<file path="src/rtl/xbar_pkg.sv">
// ---------------------------------------------------------------------------
// xbar_pkg
// Shared types and width helpers for the stream crossbar schedulers.
//   sched_state_e : output scheduler FSM states (IDLE / XFER)
//   idx_width()   : bits needed to index n requesters (at least 1)
//   cnt_width()   : bits needed to count 0..max_pkts inclusive
// ---------------------------------------------------------------------------
package xbar_pkg;

   typedef enum logic [0:0] {
      IDLE = 1'b0,
      XFER = 1'b1
   } sched_state_e;

   function automatic int idx_width(input int n);
      return (n > 1) ? $clog2(n) : 1;
   endfunction

   function automatic int cnt_width(input int max_pkts);
      return $clog2(max_pkts + 1);
   endfunction

endpackage

</file>
<file path="src/rtl/rr_pick.sv">
// ---------------------------------------------------------------------------
// rr_pick
// Combinational rotating-priority picker. Searches req starting at index
// start and wrapping around, returning the first set bit.
//   req   [N-1:0]     : request vector
//   start [IDX_W-1:0] : index with highest priority (must be < N)
//   found             : at least one request is set
//   idx   [IDX_W-1:0] : winning index (0 when found is low)
// ---------------------------------------------------------------------------
module rr_pick
   import xbar_pkg::*;
#(
   parameter int N     = 4,
   parameter int IDX_W = idx_width(N)
) (
   input  logic [N-1:0]     req,
   input  logic [IDX_W-1:0] start,
   output logic             found,
   output logic [IDX_W-1:0] idx
);

   int               cand;
   logic [IDX_W-1:0] cand_idx;

   always_comb begin
      found    = 1'b0;
      idx      = '0;
      cand     = 0;
      cand_idx = '0;
      for (int i = 0; i < N; i++) begin
         cand = int'(start) + i;
         if (cand >= N) cand = cand - N;
         cand_idx = IDX_W'(cand);
         if (!found && req[cand_idx]) begin
            found = 1'b1;
            idx   = cand_idx;
         end
      end
   end

endmodule

</file>
<file path="src/rtl/xbar_out_sched.sv">
// ---------------------------------------------------------------------------
// xbar_out_sched
// Output-port packet scheduler: shares one AXI-Stream master between
// NUM_REQUEST slave inputs, granting whole packets round-robin. A holder may
// keep the port for up to MAX_PACKETS consecutive packets, then must rotate.
// Each packet costs one IDLE (arbitration) cycle; XFER is a pure comb mux.
//   clk, rst                 : clock, asynchronous active-high reset
//   s_tvalid_i/s_tready_o    : per-input handshake
//   s_tdata_i                : input i at [i*DATA_WIDTH +: DATA_WIDTH]
//   s_tlast_i                : per-input last-beat flag
//   m_tvalid_o/m_tready_i    : output handshake
//   m_tdata_o, m_tlast_o     : output beat (zero outside XFER)
//   grant_o                  : one-hot current grant, zero when idle
//   busy_o                   : high while in XFER
// ---------------------------------------------------------------------------
module xbar_out_sched
   import xbar_pkg::*;
#(
   parameter int NUM_REQUEST = 4,
   parameter int DATA_WIDTH  = 32,
   parameter int MAX_PACKETS = 8
) (
   input  logic                              clk,
   input  logic                              rst,
   input  logic [NUM_REQUEST-1:0]            s_tvalid_i,
   output logic [NUM_REQUEST-1:0]            s_tready_o,
   input  logic [NUM_REQUEST*DATA_WIDTH-1:0] s_tdata_i,
   input  logic [NUM_REQUEST-1:0]            s_tlast_i,
   output logic                              m_tvalid_o,
   input  logic                              m_tready_i,
   output logic [DATA_WIDTH-1:0]             m_tdata_o,
   output logic                              m_tlast_o,
   output logic [NUM_REQUEST-1:0]            grant_o,
   output logic                              busy_o
);

   localparam int IDX_W = idx_width(NUM_REQUEST);
   localparam int CNT_W = cnt_width(MAX_PACKETS);

   sched_state_e     state;
   logic [IDX_W-1:0] holder;
   logic             holder_vld;
   logic [CNT_W-1:0] pkt_cnt;

   logic [IDX_W-1:0] search_start;
   logic             pick_found;
   logic [IDX_W-1:0] pick_idx;
   logic             hold_ok;
   logic             sel_valid;
   logic             sel_last;
   logic [DATA_WIDTH-1:0] sel_data;
   logic             xfer;
   logic             last_hs;

   function automatic logic [CNT_W-1:0] sat_inc(input logic [CNT_W-1:0] v);
      if (v >= CNT_W'(MAX_PACKETS)) return CNT_W'(MAX_PACKETS);
      return v + CNT_W'(1);
   endfunction

   // Search begins just after the current holder so the holder itself is
   // considered last; this is what makes a lone requester at quota win again.
   assign search_start = (holder == IDX_W'(NUM_REQUEST - 1)) ? '0 : holder + IDX_W'(1);

   rr_pick #(
      .N     (NUM_REQUEST),
      .IDX_W (IDX_W)
   ) u_rr_pick (
      .req   (s_tvalid_i),
      .start (search_start),
      .found (pick_found),
      .idx   (pick_idx)
   );

   // Constant-index mux keeps the holder select free of variable part-selects.
   always_comb begin
      sel_valid = 1'b0;
      sel_last  = 1'b0;
      sel_data  = '0;
      for (int i = 0; i < NUM_REQUEST; i++) begin
         if (holder == IDX_W'(i)) begin
            sel_valid = s_tvalid_i[i];
            sel_last  = s_tlast_i[i];
            sel_data  = s_tdata_i[i*DATA_WIDTH +: DATA_WIDTH];
         end
      end
   end

   assign hold_ok = holder_vld && sel_valid && (pkt_cnt < CNT_W'(MAX_PACKETS));
   assign xfer    = (state == XFER);
   assign last_hs = xfer && sel_valid && m_tready_i && sel_last;

   always_ff @(posedge clk or posedge rst) begin
      if (rst) begin
         state      <= IDLE;
         holder     <= IDX_W'(NUM_REQUEST - 1);
         holder_vld <= 1'b0;
         pkt_cnt    <= '0;
      end else begin
         case (state)
            IDLE: begin
               if (hold_ok) begin
                  state <= XFER;
               end else if (pick_found) begin
                  state      <= XFER;
                  holder     <= pick_idx;
                  holder_vld <= 1'b1;
                  pkt_cnt    <= '0;
               end
            end
            XFER: begin
               if (last_hs) begin
                  state   <= IDLE;
                  pkt_cnt <= sat_inc(pkt_cnt);
               end
            end
            default: state <= IDLE;
         endcase
      end
   end

   // Outputs are gated by state, so an asynchronous reset forces them to
   // their idle values immediately, without waiting for a clock edge.
   always_comb begin
      grant_o    = '0;
      s_tready_o = '0;
      for (int i = 0; i < NUM_REQUEST; i++) begin
         grant_o[i]    = xfer && (holder == IDX_W'(i));
         s_tready_o[i] = xfer && (holder == IDX_W'(i)) && m_tready_i;
      end
   end

   assign m_tvalid_o = xfer && sel_valid;
   assign m_tdata_o  = xfer ? sel_data : '0;
   assign m_tlast_o  = xfer && sel_last;
   assign busy_o     = xfer;

endmodule

</file>
<file path="config.mk">
export PLATFORM = sky130hd
export DESIGN_NAME = xbar_out_sched
export DESIGN_NICKNAME = d
export VERILOG_FILES = /design/src/rtl/xbar_pkg.sv /design/src/rtl/rr_pick.sv /design/src/rtl/xbar_out_sched.sv
export SDC_FILE = /design/constraint.sdc
export NUM_CORES = 1
export LEC_CHECK = 0
export ABC_AREA = 1
export CAP_MARGIN = 5
export CELL_PAD_IN_SITES_DETAIL_PLACEMENT = 1
export CELL_PAD_IN_SITES_GLOBAL_PLACEMENT = 1
export CORE_UTILIZATION = 18
export CTS_CLUSTER_DIAMETER = 30
export DETAILED_ROUTE_END_ITERATION = 10
export GPL_ROUTABILITY_DRIVEN = 0
export HOLD_SLACK_MARGIN = 0.05
export PLACE_DENSITY_LB_ADDON = 0.1
export SETUP_SLACK_MARGIN = 0.4
export SYNTH_ARGS = -nofsm -noshare
export SYNTH_HDL_FRONTEND = slang
export SYNTH_HIERARCHICAL = 1
export SYNTH_SLANG_ARGS = --single-unit
</file>
<file path="constraint.sdc">
create_clock -name clk -period 2.5 [get_ports clk]
set_input_delay 0.5 -clock clk [delete_from_list [all_inputs] [get_ports clk]]
set_output_delay 0.5 -clock clk [all_outputs]
set_load 0.02 [all_outputs]
</file>
# Word-level counts from Yosys, hierarchy flattened
# Cells that the tools add are included.
# word_totals
out_inout_bits,43
latch_bits,0
mem_bits_ro,0
input_bits,139
mem_count,0
ram_bits,0
register_bits,8
# classes
mul,0
n_reduce_logical,23
n_shift,0
n_div,0
eq_ne,6
bitwise_logic,2
n_addsub,9
muxes,47
magnitude_cmp,10
# ops
operator,n
$mux W32,5
$mux W1,22
$mux W4,5
$mux W2,9
$logic_and A1 B1 Y1,17
$lt A2 B3 Y1 const B,4
$ge A3 B3 Y1 const B,3
$bmux W1 S2,4
$pmux W4 S2,1
$sub A2 B1 Y2 const B,4
$add A2 B2 Y3 const B,2
$reduce_and A3 Y1,2
$add A4 B1 Y4 const B,1
$eq A2 B2 Y1 const B,2
$ge A4 B4 Y1 const B,1
$lt A4 B4 Y1 const B,1
$ne A2 B2 Y1 const B,2
$add A2 B1 Y3 const B,1
$ge A2 B3 Y1 const B,1
$logic_not A1 Y1,3
$add A2 B1 Y2 const B,1
$eq A2 B1 Y1 const B,1
$logic_not A2 Y1,1
$ne A2 B1 Y1 const B,1
other kinds (2),3

# Depth between registers and ports, before layout
# depth
depth_word,19
ltp_mapped,14
depth_no_buf,14

# Cells and area by module
# The synthesis kept the hierarchy.
# modules_own_cells
mod,area_each_um2,seq_area_each_um2,instances,cells_each
xbar_out_sched,1627.8,202.7,1,287
rr_pick,319.1,0.0,1,59

# Worst setup path before layout
# No wires, ideal clock.
# synth_timing
kind,reg-to-output
start,register holder[0]
end,output m_tdata_o[23]
n_path_buf,2
slack_ps,111
required_time_ps,2000
t_arrival_ps,1889
path_stages_with_launch,8
path_cell_list,dfstp_2 > inv_1 > ha_1 > inv_2 > buf_4 > clkbuf_1 > o21ai_0 > o21ai_0
# synth_between
elab_chain_len,6
# synth_rtl
element,line_no,rtl
start: declaration,xbar_out_sched.sv:41,logic [IDX_W-1:0] holder;
start signal: assignment,xbar_out_sched.sv:95,holder <= IDX_W'(NUM_REQUEST - 1);
start signal: assignment,xbar_out_sched.sv:105,holder <= pick_idx;
$logic_not A2 Y1,xbar_out_sched.sv:80,if (holder == IDX_W'(i)) begin
$mux W32 (3 in series),xbar_out_sched.sv:80,
$mux W32 (*),xbar_out_sched.sv:80,
$mux W32 (*),xbar_out_sched.sv:133,assign m_tdata_o = xfer ? sel_data : '0;
end: declaration,xbar_out_sched.sv:31,"output logic [DATA_WIDTH-1:0] m_tdata_o,"
# Mark *: on every way between the ends. The rest lies on a longest branch, timed or not.

# Worst setup path after layout
# layout_timing
start,register holder[0]
end,output m_tvalid_o
# layout_between
elab_chain_len,6
# layout_rtl
element,line_no,rtl
$logic_not A2 Y1,xbar_out_sched.sv:80,
$mux W1 (3 in series),xbar_out_sched.sv:80,
$mux W1 (*),xbar_out_sched.sv:80,
$logic_and A1 B1 Y1 (*),xbar_out_sched.sv:132,assign m_tvalid_o = xfer && sel_valid;
end: declaration,xbar_out_sched.sv:29,"output logic m_tvalid_o,"
# Marks and branches as above.

==> impl_results.html <==
<table>
<tr><th>Metric</th><th>Value</th></tr>
<tr><th colspan="2">Synthesis</th></tr>
<tr><td>Proportion of synthesized chip area in sequential cells</td><td>approximately a tenth</td></tr>
<tr><td>Post-synthesis sequential element count</td><td>8</td></tr>
<tr><td>Post-synthesis cell type count</td><td>27</td></tr>
<tr><td>Mapped Avg Cell Area</td><td>~5.6 sq um</td></tr>
<tr><td>Synth warnings</td><td>6</td></tr>
<tr><td>Post-synthesis net count</td><td>just under 500</td></tr>
<tr><td>Cell area after synthesis</td><td>around 2000 sq um</td></tr>
<tr><td>Post-synthesis cell count</td><td>approximately 350</td></tr>
<tr><th colspan="2">Worst setup path</th></tr>
<tr><td>Element type at the critical path end</td><td>output port</td></tr>
<tr><td>Crit path kind</td><td>reg -&gt; out</td></tr>
<tr><td>R2r worst-path depth</td><td>17</td></tr>
<tr><td>Setup slack, reg-to-reg</td><td>0.10 ns</td></tr>
<tr><td>Worst r2r src</td><td>holder[0]</td></tr>
<tr><td>Critical path capture point</td><td>m_tvalid_o</td></tr>
<tr><td>Critical path startpoint category</td><td>flop</td></tr>
<tr><td>Worst setup path startpoint</td><td>holder[0]</td></tr>
<tr><td>Required @ worst endpoint</td><td>~2 ns</td></tr>
<tr><td>R2R Path End</td><td>pkt_cnt[0]</td></tr>
<tr><td>Worst endpoint data arrival time</td><td>roughly 1.9 ns</td></tr>
<tr><td>Maximum fanout along the worst path</td><td>8</td></tr>
<tr><th colspan="2">Clock tree</th></tr>
<tr><td>Maximum clock path buffer count</td><td>2</td></tr>
<tr><td>Clock latency on the worst-skew pair</td><td>approximately 0.23 ns</td></tr>
<tr><td>TritonCTS clock tree</td><td>done</td></tr>
<tr><td>Clock-pin slew on the worst setup and hold paths</td><td>0.04 ns</td></tr>
<tr><td>Number of buffers created by CTS</td><td>3</td></tr>
<tr><td>Clock Root Buffer</td><td>sky130_fd_sc_hd__clkbuf_8</td></tr>
<tr><td>H-tree Lvls</td><td>1</td></tr>
<tr><td>Clock Sinks</td><td>8</td></tr>
<tr><th colspan="2">Final layout</th></tr>
<tr><td>Post-synthesis to final-layout area growth</td><td>161.8%</td></tr>
<tr><td>Final layout net count</td><td>722</td></tr>
<tr><td>End-of-flow core utilization</td><td>48.92%</td></tr>
<tr><td>Layout cell share with drive strength beyond 1</td><td>between 40% and 50%</td></tr>
<tr><td>Final non-filler cell total</td><td>between 700 and 800</td></tr>
<tr><th colspan="2">Global route</th></tr>
<tr><td>Pin count of the biggest net entering global routing</td><td>28</td></tr>
<tr><td>First-pass GRT wire length</td><td>about 18,000 microns</td></tr>
<tr><td>Number of global-route vias before repair</td><td>3,322</td></tr>
<tr><td>Number of antenna violations at the first check in global routing</td><td>1</td></tr>
<tr><td>Gr usage total</td><td>19.74%</td></tr>
<tr><td>Remaining global-route overflow</td><td>0</td></tr>
<tr><th colspan="2">Power and ir drop</th></tr>
<tr><td>Maximum VDD drop</td><td>~550 uV</td></tr>
<tr><td>Relative contribution of sequential cells to total power</td><td>around 3.6%</td></tr>
<tr><td>Switching power summed over all nets</td><td>3535 uW</td></tr>
<tr><td>Leak</td><td>0.002266 uW</td></tr>
<tr><td>Total internal power</td><td>3391 uW</td></tr>
<tr><td>Total Power Consumption</td><td>between 6000 and 7000 uW</td></tr>
<tr><td>Part of the power in combinational logic</td><td>approximately 94%</td></tr>
<tr><td>Clk network pwr share</td><td>~2.4%</td></tr>
<tr><td>Sw frac</td><td>between 50% and 60%</td></tr>
<tr><td>Power density over cell area</td><td>1359 nW/um^2</td></tr>
<tr><th colspan="2">Floorplanning</th></tr>
<tr><td>Core area</td><td>around 10,000 sq um</td></tr>
<tr><td>Die height</td><td>between 100 and 150 microns</td></tr>
<tr><td>Die Span X</td><td>between 100 and 150 microns</td></tr>
<tr><td>Placement Rows</td><td>37</td></tr>
<tr><td>Effective utilization at floorplan</td><td>between 10% and 20%</td></tr>
<tr><td>Area enclosed by the die boundary</td><td>about 11,000 sq um</td></tr>
<tr><td>Top-level I/O count</td><td>between 150 and 200</td></tr>
<tr><th colspan="2">Placement</th></tr>
<tr><td>Input/output buffers</td><td>between 150 and 200</td></tr>
<tr><td>Dpl hpwl</td><td>just over 9000 microns</td></tr>
<tr><td>Placed cell count</td><td>around 680</td></tr>
<tr><th colspan="2">STA</th></tr>
<tr><td>Final-layout setup total negative slack</td><td>0 ns</td></tr>
<tr><td>Maximum operating frequency</td><td>between 400 and 500 MHz</td></tr>
<tr><td>Count of endpoints failing setup in the final report</td><td>0</td></tr>
<tr><td>Hold Fails Final Rpt</td><td>0</td></tr>
<tr><td>Setup Skew</td><td>~0.0017 ns</td></tr>
<tr><td>Unrepaired setup endpoints after global routing</td><td>true</td></tr>
<tr><td>Worst-margin pin slew</td><td>approximately 0.32 ns</td></tr>
<tr><td>Final critical delay including setup and external delays</td><td>roughly 2.4 ns</td></tr>
<tr><td>Tcrit/Tclk final</td><td>between 90% and 100%</td></tr>
<tr><td>Max transition margin</td><td>between 70 and 80%</td></tr>
<tr><td>Max-slew violation count</td><td>0</td></tr>
<tr><td>Worst-case hold slack</td><td>about 0.47 ns</td></tr>
<tr><th colspan="2">Detailed routing</th></tr>
<tr><td>Post-DR wirelength/cell</td><td>17.07 microns</td></tr>
<tr><td>Via count</td><td>roughly 3,300</td></tr>
<tr><td>Detailed-route vias per instance</td><td>4.626</td></tr>
<tr><td>DRC violation total after the first TritonRoute iteration</td><td>139</td></tr>
<tr><td>Post-detailed-route count of antenna-violating nets</td><td>0</td></tr>
<tr><td>Post-detailed-route DRC marker count</td><td>0</td></tr>
<tr><td>Routed wire length</td><td>between 10,000 and 15,000 microns</td></tr>
<tr><td>Iteration count of the initial detailed-routing pass</td><td>4</td></tr>
<tr><th colspan="2">Status</th></tr>
<tr><td>Run status</td><td>finished, final reports clean</td></tr>
<tr><th colspan="2">Min path</th></tr>
<tr><td>Kind of path behind the tightest hold check</td><td>reg -&gt; reg</td></tr>
<tr><th colspan="2">Flow run</th></tr>
<tr><td>Maximum capacitance violations</td><td>0</td></tr>
</table>
[kinds of logic (layout without fill, tap and decap cells)]
group	Yosys count	in the layout	share of synthesized area, %
AO/OA/AOI/OAI	131	131	37.15
adder cells (fa/ha/maj)	6	6	3.856
AND/OR/NAND/NOR	147	147	36.50
flip-flops	8	8	10.41
buffers and inverters	54	284	12.08
other	0	1	0
[what timing repair did]
item | 4_1_cts | 5_1_grt
setup endpoints to repair | 50 | 50
hold buffers | 0 | 0
cloned | 2 | 1
pin swaps | 18 | 34
resized for setup | 283 | 108
buffers inserted | 12 | 15
[critical path: stages, from the launching register on]
cell	delay [ns]
sky130_fd_sc_hd__dfstp_2	0.59
sky130_fd_sc_hd__ha_4	0.21
sky130_fd_sc_hd__buf_4	0.12
sky130_fd_sc_hd__buf_6	0.13
sky130_fd_sc_hd__inv_2	0.03
sky130_fd_sc_hd__nand2_1	0.07
sky130_fd_sc_hd__nand3_2	0.09
sky130_fd_sc_hd__a21oi_2	0.18
sky130_fd_sc_hd__inv_1	0.07
sky130_fd_sc_hd__nor2_2	0.07
sky130_fd_sc_hd__buf_4	0.14
[stage by stage]
step / worst slack [ns] / instance area (sq um)
floorplan: 0.3258 / 2072
global placement: -0.2418 / 4305
detailed placement: -0.2729 / 4305
CTS: 0.1028 / 4608
global route: -0.04559 / 5096
finish: 0.05601 / 5096
[power by group through the flow]
| stage | logic [uW] | registers, uW | clock network [uW] |
|---|---|---|---|
| finish | 6510 | 252 | 167 |
| floorplan | 2990 | 232 | 0 |
| global route | 6990 | 258 | 177 |
| global placement | 5130 | 225 | 0 |
| CTS | 5680 | 236 | 165 |
| detailed placement | 5210 | 228 | 0 |
[cell type report]
| type | count | area (sq um) |
|---|---|---|
| diodes | 1 | 2.502 |
| clock buffers | 4 | 45.04 |
| fillers | 1243 | 5320 |
| inverters | 31 | 146.4 |
| multi-input cells | 284 | 2003 |
| flip-flops and latches | 8 | 202.7 |
| well taps | 136 | 170.2 |
| repair buffers | 248 | 2519 |
| repair inverters | 1 | 7.507 |
[how the worst min path moves through the flow]
stage          slack, ns  depth (start not counted)    endpoint        from
2_1_floorplan       0.31                          1      busy_o         rst
3_3_place_gp        0.44                          2  holder_vld  holder_vld
3_5_place_dp        0.45                          2  holder_vld  holder_vld
4_1_cts             0.46                          2  holder_vld  holder_vld
5_1_grt             0.49                          2  holder_vld  holder_vld
6_report            0.47                          2  holder_vld  holder_vld
[synthesized netlist by cell type]
master                     number  area, sq um
sky130_fd_sc_hd__inv_2          7        26.28
sky130_fd_sc_hd__clkbuf_1      11        41.29
sky130_fd_sc_hd__buf_4          2        15.01
sky130_fd_sc_hd__nand3_2        5        50.05
sky130_fd_sc_hd__nor2_2         1        6.260
sky130_fd_sc_hd__nand2_2       13        81.33
sky130_fd_sc_hd__nand4_1        1        6.260
sky130_fd_sc_hd__o21ai_0       65        325.3
sky130_fd_sc_hd__nand3_4        2        35.03
sky130_fd_sc_hd__a22oi_1       24        180.2
sky130_fd_sc_hd__nor2_4         1        11.26
sky130_fd_sc_hd__a21oi_2        2        17.52
sky130_fd_sc_hd__nand3b_1       1        7.510
sky130_fd_sc_hd__a21oi_1       36        180.2
sky130_fd_sc_hd__nand2_4        3        33.78
sky130_fd_sc_hd__nor2_8         1        20.02
sky130_fd_sc_hd__nand2_1       96        360.4
sky130_fd_sc_hd__buf_6          2        22.52
sky130_fd_sc_hd__nor2_1        13        48.80
sky130_fd_sc_hd__dfstp_2        2        52.55
sky130_fd_sc_hd__o21ai_1        4        20.02
sky130_fd_sc_hd__buf_2          8        40.04
sky130_fd_sc_hd__ha_1           6        75.07
sky130_fd_sc_hd__dfrtp_1        6        150.1
sky130_fd_sc_hd__nand3_1        9        45.04
sky130_fd_sc_hd__inv_1         24        90.09
sky130_fd_sc_hd__nor3_1         1        5.000
[layout by cell type, fill, tap and decap left out, types with 2 or more instances in the layout]
| cell | count |
|---|---|
| sky130_fd_sc_hd__a21oi_1 | 10 |
| sky130_fd_sc_hd__a21oi_2 | 27 |
| sky130_fd_sc_hd__a22oi_1 | 13 |
| sky130_fd_sc_hd__a22oi_2 | 11 |
| sky130_fd_sc_hd__buf_12 | 11 |
| sky130_fd_sc_hd__buf_4 | 56 |
| sky130_fd_sc_hd__buf_6 | 37 |
| sky130_fd_sc_hd__clkbuf_8 | 3 |
| sky130_fd_sc_hd__clkdlybuf4s50_1 | 139 |
| sky130_fd_sc_hd__dfrtp_1 | 6 |
| sky130_fd_sc_hd__dfstp_2 | 2 |
| sky130_fd_sc_hd__ha_1 | 2 |
| sky130_fd_sc_hd__ha_4 | 4 |
| sky130_fd_sc_hd__inv_1 | 20 |
| sky130_fd_sc_hd__inv_2 | 4 |
| sky130_fd_sc_hd__inv_4 | 5 |
| sky130_fd_sc_hd__nand2_1 | 73 |
| sky130_fd_sc_hd__nand2_2 | 25 |
| sky130_fd_sc_hd__nand2_4 | 13 |
| sky130_fd_sc_hd__nand3_1 | 5 |
| sky130_fd_sc_hd__nand3_2 | 7 |
| sky130_fd_sc_hd__nand3_4 | 4 |
| sky130_fd_sc_hd__nor2_1 | 9 |
| sky130_fd_sc_hd__nor2_2 | 4 |
| sky130_fd_sc_hd__nor2_4 | 2 |
| sky130_fd_sc_hd__o21ai_0 | 26 |
| sky130_fd_sc_hd__o21ai_1 | 13 |
| sky130_fd_sc_hd__o21ai_2 | 30 |
[sequential cells by signal, indices dropped and copies added (netlist names)]
signal	count
busy_o	1
pkt_cnt	4
holder	2
holder_vld	1
[layer usage]
| metal | GRT usage [%] | routed length [microns] | vias up |
|---|---|---|---|
| li1 | - | - | 1640 |
| met5 | 0 | 0 | - |
| met3 | 1.839 | 481 | 8 |
| met2 | 37.02 | 6414 | 98 |
| met1 | 24.44 | 5128 | 1552 |
| met4 | 3.472 | 147 | 0 |
No activity file was read; power rests on OpenSTA's default activity.
